==> src/rtl/dm_arbiter.sv <==
// dm_arbiter: shares one word-addressed data RAM between the CPU load/store
// port (requester 0) and the loader/DMA port (requester 1). Round-robin
// arbitration with an optional ownership lock, out-of-range protection and a
// registered one-cycle response path.
module dm_arbiter #(
  parameter int DEPTH = 3072,
  parameter int AW    = 12
) (
  input  logic          clk,
  input  logic          reset,
  input  logic          req0,
  input  logic          req1,
  input  logic          lock0,
  input  logic          lock1,
  input  logic          we0,
  input  logic          we1,
  input  logic [31:0]   addr0,
  input  logic [31:0]   addr1,
  input  logic [31:0]   wdata0,
  input  logic [31:0]   wdata1,
  input  logic [3:0]    be0,
  input  logic [3:0]    be1,
  output logic          gnt0,
  output logic          gnt1,
  output logic          rvalid0,
  output logic          rvalid1,
  output logic [31:0]   rdata,
  output logic          err,
  output logic          ram_we,
  output logic [AW-1:0] ram_idx,
  output logic [31:0]   ram_wdata,
  output logic [3:0]    ram_be,
  input  logic [31:0]   ram_rdata,
  output logic [15:0]   conflict_cnt
);

  localparam logic [31:0] DEPTH_W = 32'(DEPTH);

  typedef enum logic [1:0] {
    IDLE = 2'd0,
    OWN0 = 2'd1,
    OWN1 = 2'd2
  } state_t;

  state_t        state_q, state_d;
  logic          prio_q, prio_d;

  logic          granted;
  logic          sel_we;
  logic [31:0]   sel_addr;
  logic [31:0]   sel_wdata;
  logic [3:0]    sel_be;
  logic [AW-1:0] word_idx;
  logic          in_range;

  logic          rv0_q, rv1_q;
  logic          err_q;
  logic [31:0]   rdata_q;
  logic [15:0]   cnt_q;

  // State and round-robin pointer register
  always_ff @(posedge clk) begin
    if (reset) begin
      state_q <= IDLE;
      prio_q  <= 1'b0;
    end else begin
      state_q <= state_d;
      prio_q  <= prio_d;
    end
  end

  // Grant decision and next state; lock exit is decided after this cycle's grant
  always_comb begin
    state_d = state_q;
    prio_d  = prio_q;
    gnt0    = 1'b0;
    gnt1    = 1'b0;
    if (!reset) begin
      case (state_q)
        IDLE: begin
          if (req0 && req1) begin
            if (prio_q) gnt1 = 1'b1;
            else        gnt0 = 1'b1;
            prio_d = ~prio_q;
          end else begin
            gnt0 = req0;
            gnt1 = req1;
          end
          if (gnt0 && lock0)      state_d = OWN0;
          else if (gnt1 && lock1) state_d = OWN1;
        end
        OWN0: begin
          gnt0 = req0;
          if (!lock0) begin
            state_d = IDLE;
            prio_d  = 1'b1;
          end
        end
        OWN1: begin
          gnt1 = req1;
          if (!lock1) begin
            state_d = IDLE;
            prio_d  = 1'b0;
          end
        end
        default: state_d = IDLE;
      endcase
    end
  end

  // Winner mux and RAM-side drive; idle cycles drive all-zero
  always_comb begin
    granted   = gnt0 | gnt1;
    sel_we    = gnt1 ? we1    : we0;
    sel_addr  = gnt1 ? addr1  : addr0;
    sel_wdata = gnt1 ? wdata1 : wdata0;
    sel_be    = gnt1 ? be1    : be0;
    word_idx  = sel_addr[AW+1:2];
    in_range  = {{(32-AW){1'b0}}, word_idx} < DEPTH_W;
    ram_we    = granted & sel_we & in_range;
    ram_idx   = granted ? word_idx  : '0;
    ram_wdata = granted ? sel_wdata : '0;
    ram_be    = granted ? sel_be    : '0;
  end

  // Response registers: capture read data and range error at grant
  always_ff @(posedge clk) begin
    if (reset) begin
      rv0_q   <= 1'b0;
      rv1_q   <= 1'b0;
      err_q   <= 1'b0;
      rdata_q <= '0;
    end else begin
      rv0_q   <= gnt0;
      rv1_q   <= gnt1;
      err_q   <= granted & ~in_range;
      rdata_q <= (granted && !sel_we && in_range) ? ram_rdata : '0;
    end
  end

  // Saturating count of cycles with both requests high
  always_ff @(posedge clk) begin
    if (reset)                           cnt_q <= '0;
    else if (req0 && req1 && cnt_q != '1) cnt_q <= cnt_q + 16'd1;
  end

  // Registered outputs are masked so a reset cycle shows reset values at once
  always_comb begin
    rvalid0      = rv0_q & ~reset;
    rvalid1      = rv1_q & ~reset;
    err          = err_q & ~reset;
    rdata        = reset ? '0 : rdata_q;
    conflict_cnt = reset ? '0 : cnt_q;
  end

endmodule

==> config.mk <==
export PLATFORM = sky130hd
export DESIGN_NAME = dm_arbiter
export DESIGN_NICKNAME = d
export VERILOG_FILES = /design/src/rtl/dm_arbiter.sv
export SDC_FILE = /design/constraint.sdc
export NUM_CORES = 1
export LEC_CHECK = 0
export BUFFER_PORTS_ARGS = -buffer_cell sky130_fd_sc_hd__clkbuf_2
export CAP_MARGIN = 40
export CORE_AREA = 2 2 108 110
export CTS_CLUSTER_SIZE = 16
export DETAILED_ROUTE_END_ITERATION = 10
export DIE_AREA = 0 0 110 112
export GPL_ROUTABILITY_DRIVEN = 0
export PLACE_DENSITY = 0.64
export SETUP_SLACK_MARGIN = 0.05
export SLEW_MARGIN = 20
export SYNTH_ARGS = -nofsm -noshare
export SYNTH_HDL_FRONTEND = slang
export SYNTH_SLANG_ARGS = --single-unit
==> constraint.sdc <==
create_clock -name clk -period 4.9 [get_ports clk]
set_input_delay 0.49 -clock clk [delete_from_list [all_inputs] [get_ports clk]]
set_output_delay 0.49 -clock clk [all_outputs]
set_load 0.1 [all_outputs]
==> out/results.ini <==
[sta]
fmax_ghz = 0.307
rsz0062_at_grt = no
fin_hold_ws_ps = 408
timing.final.crit_share_pct = 66.6
finalSetupTns_ps = 0
final_max_slew_viol_count = 0
setup_viol = 0
tightestPinTransition_ps = 782
relSlewSlack_pct = 47.9
finClkSkew_ps = 7.98
hold_viol = 0
period_minus_slack_ps = 3260

[floorplanning]
core_area_um2 = 11200
start_util_pct = 30.3
die_w_um = 110
die_height_um = 112
ioPinCount = 278
die_area_um2 = 12300
floorplan.rows = 39

[critical_path]
crit_fanout = 75
cp.arrival_ps = 2770
critPathCaptureType = output port
startpoint_type = flip-flop
worstSetupPathType = reg2out
worstReg2RegEnd = rdata_q[2]
r2r_setup_slack_ps = 2830
reg2reg_depth = 6
r2r_start = state_q[1]
worstPathRequired_ps = 4410
cp-startpoint = state_q[1]

[detailed_routing]
wl_per_cell_um = 20.4
finalWirelength_mm = 14.9
first_iter_violations = 287
routed_via_density = 5.29
drt_pass1_iterations = 4
drc = 0
final_antenna_net_count = 0
via_count = 3871

[cts]
root_buffer = clkbuf_16
postCtsSetupRepairBufs = 0
clockBufferDepth = 2
cts_resized = 0
path_clk_slew_ps = 70
insertion_delay_ps = 300
cts.sinks = 54
cts_hold_buf = 0
cts_buffers = 5
cts_tree = yes
htree_levels = 2

[synthesis]
synth.most_common_cell = dfxtp_1
synth.top_cells.by_count = 54 x dfxtp_1, 51 x nor2b_1, 49 x a22o_1
synthArstFlopShare_pct = 0
synth_warnings = 0
ys_ff_latch = 54
synthFlopType = dfxtp_1
yosysSeqAreaShare_pct = 31.9
syn_inst = 372
synth.top_cell.area_share_pct = 31.9
synth.area.top_cells = dfxtp_1 32%, a22o_1 13%, a32o_1 10%
avgSynthCellArea_um2 = 9.10
synth_cell_types = 44
syn_nets = 554
yosysTopAreaCell = dfxtp_1
synth_edf_count = 0
syn-cell-area_um2 = 3380

[worst_hold_path]
holdPathEnd = prio_q
hp-start = reset
holdPathStages = 2
holdCritPathClass = in2reg

[cells_and_area]
area_delta_synth_final_pct = 42.6
final_area_um2 = 4830
final_core_util_pct = 43.2
nets = 765
drive_gt1_share_pct = 46.7

[pwr]
total_power_uw = 1990
power_density_nw_per_um2 = 412
ir_drop_v = 0.000286
p_leak_uw = 0.00227

[grt]
grt_max_degree = 84
gr-total-overflow = 0
grt_antenna_before_repair = 5
grt_pass1_wl_mm = 21.3
track_usage_pct = 23.6
grt_pass1_vias = 3725

[placed_design]
placed_area_um2 = 4610
io_buffer_count = 237
dp_hpwl_mm = 11.5

[run]
maxCapViolations = 0

[run_status]
outcome = completed

## power breakdown
group	internal [uW]	total (uW)	leakage (uW)	switching [uW]
registers	471	486	0.000438	14.8
logic	234	1130	0.00176	899
clock network	190	370	0.0000698	180
total	895	1990	0.00227	1090
## through the flow
stage / std cells / setup slack (ps)
5_1_grt: 728 / 1540
3_5_place_dp: 717 / 1680
4_1_cts: 725 / 1340
2_1_floorplan: 372 / 1930
3_3_place_gp: 717 / 1760
6_report: 732 / 1640
## registers in the layout, indices dropped and copies added, names as in the netlist
| name | cells |
|---|---|
| err_q | 1 |
| cnt_q | 16 |
| rv0_q | 1 |
| rv1_q | 1 |
| rdata_q | 32 |
| prio_q | 1 |
| state_q | 2 |
## worst max-delay path, stage by stage (launching register included)
cell      delay, ps
dfxtp_1         420
inv_1           110
ha_1            240
a21oi_1         370
o211a_4         300
buf_16          290
a32o_1          220
clkbuf_2        460
## layout by cell type (no fill, tap or decap), drive strengths merged, types with 3 or more instances in the layout
cell type and count:
clkbuf 242, nor3 8, and2 4, dfxtp 54, a21oi 6, a22o 49, and4 3, nand2 11
nor2 14, nor3b 32, a32o 34, nand2b 3, nand3 7, ha 6, nor4 4, nand4 7
mux2 10, inv 6, o21ai 6, buf 6, diode 5, or3 3, nor2b 51
## cell type report
type | instances | area, um^2
flip-flops and latches | 54 | 1080
well taps | 143 | 179
repair buffers | 243 | 1270
multi-input cells | 273 | 2110
diodes | 5 | 12.5
fillers | 1115 | 6350
inverters | 6 | 22.5
clock inverters | 3 | 21.3
clock buffers | 5 | 125
## routing by layer
| metal | global-route usage (%) | wire [um] | up-vias |
|---|---|---|---|
| met5 | 0 | 51 | - |
| li1 | - | - | 1845 |
| met4 | 5.99 | 260 | 8 |
| met2 | 36.1 | 6350 | 181 |
| met3 | 8.14 | 1630 | 24 |
| met1 | 31.4 | 6610 | 1813 |
## how the worst max path moves through the flow
stage | end | slack, ps | depth (start not counted)
floorplan | ram_we | 1930 | 6
global placement | ram_we | 1760 | 6
detailed placement | ram_we | 1680 | 6
CTS | ram_we | 1340 | 6
global route | ram_wdata[30] | 1540 | 7
finish | ram_we | 1640 | 7
## cells by family after synthesis
group                    synth area share [%]
AO/OA/AOI/OAI                            26.7
adder cells (fa/ha/maj)                  2.22
buffers and inverters                    6.17
AND/OR/NAND/NOR                          29.5
flip-flops                               31.9
multiplexers                             3.55
Note: power is estimated with default switching activity, not from simulation.
